<file path="src/rtl/host_mode_seq.sv">
// Safe run-time host-mode switch: drain TX, idle FTDI pins, pulse core reset, apply new mode.
// Latency: done 2*GUARD_CYCLES+RST_CYCLES+3 cycles after strobe with immediate drain; no-op/reject in 1.
// Backpressure: accept_en low while switching; strobes arriving mid-sequence park in a one-deep slot.
module host_mode_seq #(
    parameter logic [1:0] DEF_MODE      = 2'b00,
    parameter int         GUARD_CYCLES  = 16,
    parameter int         RST_CYCLES    = 4,
    parameter int         DRAIN_TIMEOUT = 1024,
    parameter int         CNT_W         = 16
) (
    input  logic       clk,
    input  logic       reset,
    input  logic [1:0] req_mode,
    input  logic       req_strobe,
    input  logic       tx_fifo_empty,
    input  logic       if_busy,
    output logic [1:0] host_mode,
    output logic       inactive_io,
    output logic       if_reset,
    output logic       accept_en,
    output logic       busy,
    output logic       done,
    output logic       mode_err,
    output logic       drain_to
);

    localparam logic [CNT_W-1:0] DRAIN_LD = CNT_W'(DRAIN_TIMEOUT - 1);
    localparam logic [CNT_W-1:0] GUARD_LD = CNT_W'(GUARD_CYCLES - 1);
    localparam logic [CNT_W-1:0] RST_LD   = CNT_W'(RST_CYCLES - 1);

    typedef enum logic [2:0] {
        S_IDLE,
        S_DRAIN,
        S_QUIESCE,
        S_CORE_RST,
        S_APPLY,
        S_SETTLE,
        S_DONE
    } state_t;

    state_t           state;
    logic [CNT_W-1:0] cnt;
    logic [1:0]       target;
    logic             pend_vld;
    logic [1:0]       pend_mode;
    logic [1:0]       nxt_mode;
    logic             cnt_zero;

    // A fresh strobe in IDLE overrides anything left in the pending slot.
    always_comb begin
        nxt_mode = pend_mode;
        if (req_strobe) nxt_mode = req_mode;
    end

    assign cnt_zero = (cnt == '0);

    always_ff @(posedge clk) begin
        if (reset) begin
            state       <= S_IDLE;
            cnt         <= '0;
            target      <= DEF_MODE;
            pend_vld    <= 1'b0;
            pend_mode   <= 2'b00;
            host_mode   <= DEF_MODE;
            inactive_io <= 1'b0;
            if_reset    <= 1'b0;
            accept_en   <= 1'b1;
            busy        <= 1'b0;
            done        <= 1'b0;
            mode_err    <= 1'b0;
            drain_to    <= 1'b0;
        end else begin
            done     <= 1'b0;
            mode_err <= 1'b0;

            if (req_strobe && state != S_IDLE) begin
                pend_vld  <= 1'b1;
                pend_mode <= req_mode;
            end

            case (state)
                S_IDLE: begin
                    if (req_strobe || pend_vld) begin
                        pend_vld <= 1'b0;
                        if (nxt_mode == 2'b11) begin
                            mode_err <= 1'b1;
                        end else if (nxt_mode == host_mode) begin
                            done <= 1'b1;
                        end else begin
                            target    <= nxt_mode;
                            state     <= S_DRAIN;
                            busy      <= 1'b1;
                            accept_en <= 1'b0;
                            drain_to  <= 1'b0;
                            cnt       <= DRAIN_LD;
                        end
                    end
                end
                S_DRAIN: begin
                    if ((tx_fifo_empty && !if_busy) || cnt_zero) begin
                        if (!(tx_fifo_empty && !if_busy)) drain_to <= 1'b1;
                        state       <= S_QUIESCE;
                        inactive_io <= 1'b1;
                        cnt         <= GUARD_LD;
                    end else begin
                        cnt <= cnt - 1'b1;
                    end
                end
                S_QUIESCE: begin
                    if (cnt_zero) begin
                        state    <= S_CORE_RST;
                        if_reset <= 1'b1;
                        cnt      <= RST_LD;
                    end else begin
                        cnt <= cnt - 1'b1;
                    end
                end
                S_CORE_RST: begin
                    if (cnt_zero) begin
                        state    <= S_APPLY;
                        if_reset <= 1'b0;
                        cnt      <= '0;
                    end else begin
                        cnt <= cnt - 1'b1;
                    end
                end
                S_APPLY: begin
                    host_mode <= target;
                    state     <= S_SETTLE;
                    cnt       <= GUARD_LD;
                end
                S_SETTLE: begin
                    if (cnt_zero) begin
                        state       <= S_DONE;
                        done        <= 1'b1;
                        inactive_io <= 1'b0;
                        accept_en   <= 1'b1;
                        busy        <= 1'b0;
                        cnt         <= '0;
                    end else begin
                        cnt <= cnt - 1'b1;
                    end
                end
                S_DONE: begin
                    state <= S_IDLE;
                end
                default: begin
                    state <= S_IDLE;
                end
            endcase
        end
    end

endmodule

</file>
<file path="config.mk">
export PLATFORM = sky130hd
export DESIGN_NAME = host_mode_seq
export DESIGN_NICKNAME = d
export VERILOG_FILES = /design/src/rtl/host_mode_seq.sv
export SDC_FILE = /design/constraint.sdc
export NUM_CORES = 1
export LEC_CHECK = 0
export ABC_CLOCK_PERIOD_IN_PS = 2400
export CORE_ASPECT_RATIO = 0.9
export CORE_MARGIN = 2
export CORE_UTILIZATION = 55
export CTS_BUF_LIST = sky130_fd_sc_hd__clkbuf_4 sky130_fd_sc_hd__clkbuf_8
export DETAILED_ROUTE_END_ITERATION = 8
export HOLD_SLACK_MARGIN = 0.1
export PLACE_DENSITY_LB_ADDON = 0.25
export SYNTH_ARGS = -nofsm -noshare
export SYNTH_HDL_FRONTEND = slang
export SYNTH_SLANG_ARGS = --single-unit
</file>
<file path="constraint.sdc">
create_clock -name clk -period 2.4 [get_ports clk]
set_input_delay 0.72 -clock clk [delete_from_list [all_inputs] [get_ports clk]]
set_output_delay 0.72 -clock clk [all_outputs]
set_load 0.02 [all_outputs]
</file>
* Word-level counts from Yosys, hierarchy flattened
Index checks and enable logic that the tools add are counted.
** Word-level totals
- Flip-flop bits (word level) :: 33
- Latch bits :: 0
- Memory bits (writable) :: 0
- Bits in read-only memories :: 0
- Output and inout port bits :: 9
- Word-level logic and storage cells :: 96
- Memories kept :: 0
** Cells by class
- $add $sub $neg :: 1
- $mul :: 0
- Divide/modulo/power cells :: 0
- Magnitude comparators :: 0
- Equality and inequality tests :: 15
- Shift-type cells :: 0
- Multiplexer cells :: 41
- Bitwise gates (word level) :: 4
- Reductions and logical operators :: 22
** Operator list (count)
- 2-to-1 mux 16 bit :: 6
- case mux 16 bit (5 select lines) :: 1
- 2-to-1 mux 3 bit :: 7
- 2-to-1 mux 1 bit :: 19
- case mux 3 bit (6 select lines) :: 1
- logical NOT 16 bit :: 1
- inequality test 2 bit (second input constant) :: 8
- subtractor 16 x 1 -> 16 bit (second input constant) :: 1
- case mux 1 bit (2 select lines) :: 6
- AND reduction 4 bit :: 2
- nonzero test 2 bit :: 4
- AND reduction 7 bit :: 1
- equality test 3 x 2 -> 1 bit (second input constant) :: 2
- equality test 3 bit (second input constant) :: 2
- AND reduction 3 bit :: 2
- AND reduction 6 bit :: 1
- AND reduction 5 bit :: 1
- nonzero test 5 bit :: 1
- inverter 1 bit :: 4
- equality test 3 x 1 -> 1 bit (second input constant) :: 1
- logical NOT 3 bit :: 1
- nonzero test 3 bit :: 1
- OR reduction 3 bit :: 1
- equality test 2 bit :: 1
- 6 further kinds :: 8

* Longest topological paths before layout
- Word-level depth :: 6
- Gate-level depth with buffers :: 9
- Mapped depth without buffers :: 8

* Least setup slack after synthesis
OpenSTA, ideal clock, no wires.
- Path type :: input to register
- Start point :: in req_strobe
- End point :: reg cnt[15]
- Arrival :: 2.099 ns
- Setup slack :: 0.186 ns
- Cell stages on the path :: 7
- Path through :: buf_2 mux2i_1 xnor2_1 o211ai_2 a2111oi_1 xnor2_1 nor2_1
** Between the ends
- Longest elaborated chain between the ends :: 4
- Elaborated cells on any way between the ends :: 8
- Those cells by class :: eq/ne (5); mux (1); reduce/logical (2)
** RTL lines
- from (decl) :: RTL line 14 : input logic req_strobe,
- 2-to-1 mux 2 bit :: RTL line 52 : if (req_strobe) nxt_mode = req_mode;
- equality test 2 bit (on tied branches) :: RTL line 87, 85
- inequality test 2 bit (no source line)
- AND reduction 4 bit (no source line) (*)
- to (signal assigned) :: RTL line 106 : cnt <= cnt - 1'b1;
- to (signal assigned) :: RTL line 115 : cnt <= cnt - 1'b1;
- to (signal assigned) :: RTL line 124 : cnt <= cnt - 1'b1;
- to (decl) :: RTL line 42 : logic [CNT_W-1:0] cnt;
Every way passes the cells marked *; elsewhere a longest branch is shown, timed or not.
A chain may end at the register's enable or synchronous reset.

* Worst setup path after layout
- Start point :: reg cnt[0]
- End point :: reg state[1]
** Between the ends
- Longest elaborated chain between the ends :: 4
- Elaborated cells on any way between the ends :: 7
- Those cells by class :: eq/ne (4); reduce/logical (3)
** RTL lines
- logical NOT 16 bit (*) :: RTL line 55 : assign cnt_zero = (cnt == '0);
- logical OR 1 bit :: RTL line 100 : if ((tx_fifo_empty && !if_busy) || cnt_zero) begin
- inequality test 2 bit (no source line)
- AND reduction 7 bit (no source line) (*)
- to (signal assigned) :: RTL line 59 : state <= S_IDLE;
- to (signal assigned) :: RTL line 102 : state <= S_QUIESCE;
- to (signal assigned) :: RTL line 111 : state <= S_CORE_RST;
- to (decl) :: RTL line 41 : state_t state;
Marked as above.

==> impl_metrics.yaml <==
outcome:
  status: "completed"
setup_path:
  critPathArrivalTime_ns: 2.43
  crit_type: "reg -> reg"
  rrSetupSlack_ns: 0.20
  crit_path_start_kind: "flop"
  path_max_fanout: 8
  reg2regPathDepth: 9
  end_kind: "flop"
  cp.required_ns: 2.63
  timing.rr.end: "state[1]"
  r2r-start: "cnt[0]"
synth:
  synth.top_cells.by_area: "dfxtp_1 37%, a21oi_1 9.0%, nor2_1 5.7%, nand2_1 5.3%, nor3_1 3.7%"
  synth_top_area_share: 0.373
  ys_ff_latch: 33
  yosys_most_used_dff: "dfxtp_1"
  yosys_warnings: 0
  postSynthAreaPerCell_um2: 7.73
  netlist_instances: 229
  synth_nets: 237
  netlist_area_um2: 1770
  synth.distinct_cells: 43
  seq_area_frac_synth: 0.373
  yosysTopAreaCell: "dfxtp_1"
  synth_edf_count: 0
  async_flop_share: 0
timing:
  slew_viol_final: 0
  fin_ws_ns: 0.202
  fin_worst_skew_ns: 0.0143
  tightestPinTransition_ns: 0.580
  period_needed_ns: 2.20
  setup_tns_ns: 0
  rsz0062_at_grt: "no"
  setup_viol: 0
  fmax_mhz: 455
  slew_headroom: 0.610
  hold_viol_final: 0
  period_share: 0.916
clock_tree:
  hold_buffers: 0
  cts.htree.levels: 2
  cts_buffer_depth: 2
  insertion_delay_ns: 0.34
  cts_buffers: 5
  clkTransAtPathRegs_ns: 0.10
  tritoncts: "built"
  cts_num_sinks: 33
  cts.root.buffer_cell: "clkbuf_4"
  cts_setup_buffers: 0
floorplan:
  core_area_um2: 3070
  die_y_um: 57.8
  die-area_um2: 3690
  start_util: 0.577
  die_w_um: 63.8
  io-pin-count: 16
  rows: 19
drt:
  vias: 1742
  route.detailed.drc: 0
  drt_iter0_markers: 207
  ant_nets: 0
  drtPass1Iterations: 4
  routed_wl_um: 4270
  wl_per_cell_um: 14.1
  viasPerCell: 5.73
place:
  io_buffers: 15
  place_area_um2: 2080
  dpl.hpwl_um: 3090
  place_congestion: 0.885
  place_ws_ns: -0.302
layout:
  num_antenna_cells: 0
  regArea_um2: 661
  fin_area_um2: 2160
  syn2layout_area_growth_pct: 22.3
  drive_gt1_frac: 0.153
  multi_input_area_um2: 1060
  nFillCells: 246
  final_net_count: 269
power:
  internal_power_w: 0.00157
  switching_share: 0.450
  ir_drop_mv: 0.718
  power.switching_w: 0.00128
  pwr-share-comb: 0.583
  leakage_nw: 0.837
  sequentialPowerShare: 0.300
  power_density_nw_per_um2: 1320
  power.share.clock: 0.117
global_routing:
  grt-ovfl-total: 0
  grt_max_degree: 32
  grt_pass1_wl_um: 7440
  grt_pass1_vias: 1636
  grt_usage: 0.258
  grt_antenna_before_repair: 0
min_path:
  min_from: "target[0]"
  hold-path-endpoint: "host_mode[0]"
  min_path_type: "reg -> reg"
  hold_path_depth: 2
job:
  max-cap-violations: 0
==> critical path, stage by stage, from the launching register on <==
cell      delay [ns]
dfxtp_1         0.36
inv_1           0.09
ha_1            0.16
or4b_4          0.52
nand4b_4        0.20
buf_4           0.19
nand3_1         0.21
o21ai_0         0.14
a22oi_1         0.15
nor2_1          0.06
==> metal layers <==
layer / vias up / part of all wire / GRT usage
li1: 884 / - / -
met1: 808 / 0.48 / 0.349
met2: 44 / 0.46 / 0.411
met3: 6 / 0.054 / 0.0524
met4: 0 / 0.010 / 0.0932
met5: - / 0 / 0
==> power by group through the flow <==
stage                     Combinational, W  Sequential [W]  Clock, W
after detailed placement           0.00161        0.000864         0
after global placement             0.00158        0.000862         0
after CTS                          0.00162        0.000853  0.000341
after floorplan                    0.00112        0.000851         0
final                              0.00166        0.000856  0.000334
after global routing               0.00186        0.000877  0.000366
==> placed cells by master (no fill, tap or decap), types with 5 or more instances in the layout <==
| cell | count |
|---|---|
| or3_1 | 5 |
| a211oi_1 | 5 |
| a21oi_1 | 32 |
| nand2b_1 | 5 |
| nand3_1 | 7 |
| clkdlybuf4s50_1 | 14 |
| o21ai_0 | 10 |
| buf_4 | 21 |
| nor3_1 | 13 |
| nand2_1 | 25 |
| inv_1 | 6 |
| nor2_1 | 27 |
| clkbuf_4 | 8 |
| dfxtp_1 | 33 |
| xnor2_1 | 5 |
==> state kept, by name, indices dropped and copies added, names as in the netlist <==
signal       flops
cnt             16
state            3
host_mode        2
pend_mode        2
target           2
accept_en        1
busy             1
done             1
drain_to         1
if_reset         1
inactive_io      1
mode_err         1
pend_vld         1
==> logic make-up (layout without fill, tap and decap cells) <==
| kind of cell | Yosys count | after routing | share of synthesized area |
|---|---|---|---|
| multiplexers | 5 | 5 | 0.0283 |
| adder cells (fa/ha/maj) | 1 | 1 | 0.00707 |
| buffers and inverters | 17 | 50 | 0.0389 |
| XOR/XNOR | 5 | 5 | 0.0247 |
| flip-flops | 33 | 33 | 0.373 |
| AND/OR/NAND/NOR | 99 | 99 | 0.288 |
| AO/OA/AOI/OAI | 69 | 69 | 0.240 |
==> metrics by stage <==
step / hold WS (ns) / power [W] / utilization / std cells
3_5_place_dp: 0.461 / 0.00247 / 0.680 / 296
5_1_grt: 0.502 / 0.00310 / 0.706 / 304
6_report: 0.472 / 0.00285 / 0.706 / 304
3_3_place_gp: 0.461 / 0.00244 / 0.680 / 296
2_1_floorplan: 0.444 / 0.00197 / - / 229
4_1_cts: 0.477 / 0.00281 / 0.699 / 304
==> worst max-delay path by stage <==
| stage | from | to | slack [ns] |
|---|---|---|---|
| finish | cnt[0] | state[1] | 0.20 |
| global route | cnt[0] | cnt[10] | 0.05 |
| CTS | req_strobe | cnt[15] | 0.05 |
| detailed placement | req_strobe | cnt[15] | -0.30 |
| global placement | req_strobe | cnt[15] | -0.24 |
| floorplan | req_strobe | cnt[15] | 0.19 |
==> synthesized netlist by cell type (2+ instances only) <==
cell	instances
or3_1	5
a311oi_1	2
inv_1	6
nand3_1	7
o211ai_1	2
a21o_1	4
a22oi_1	2
nor2_1	27
nand2_1	25
a211oi_1	6
nand2b_1	5
nor4_1	2
o31ai_1	2
o21ai_0	10
dfxtp_1	33
and3_1	2
xnor2_1	5
mux2i_1	5
clkbuf_1	9
a21oi_1	32
nor2b_1	4
nor3_1	13
==> final cells by class <==
cell class,count,share of cell area
multi-input combinational,179,0.489
clock buffer,8,0.0277
sequential,33,0.305
timing repair buffer,36,0.143
tap,42,0.0243
inverter,6,0.0104
==> what timing repair did <==
item                       in CTS  in global routing
setup endpoints to repair       0                  3
gates resized for setup         0                  5
hold endpoints to repair        0                  0
Note: power is estimated with default switching activity, not from simulation.
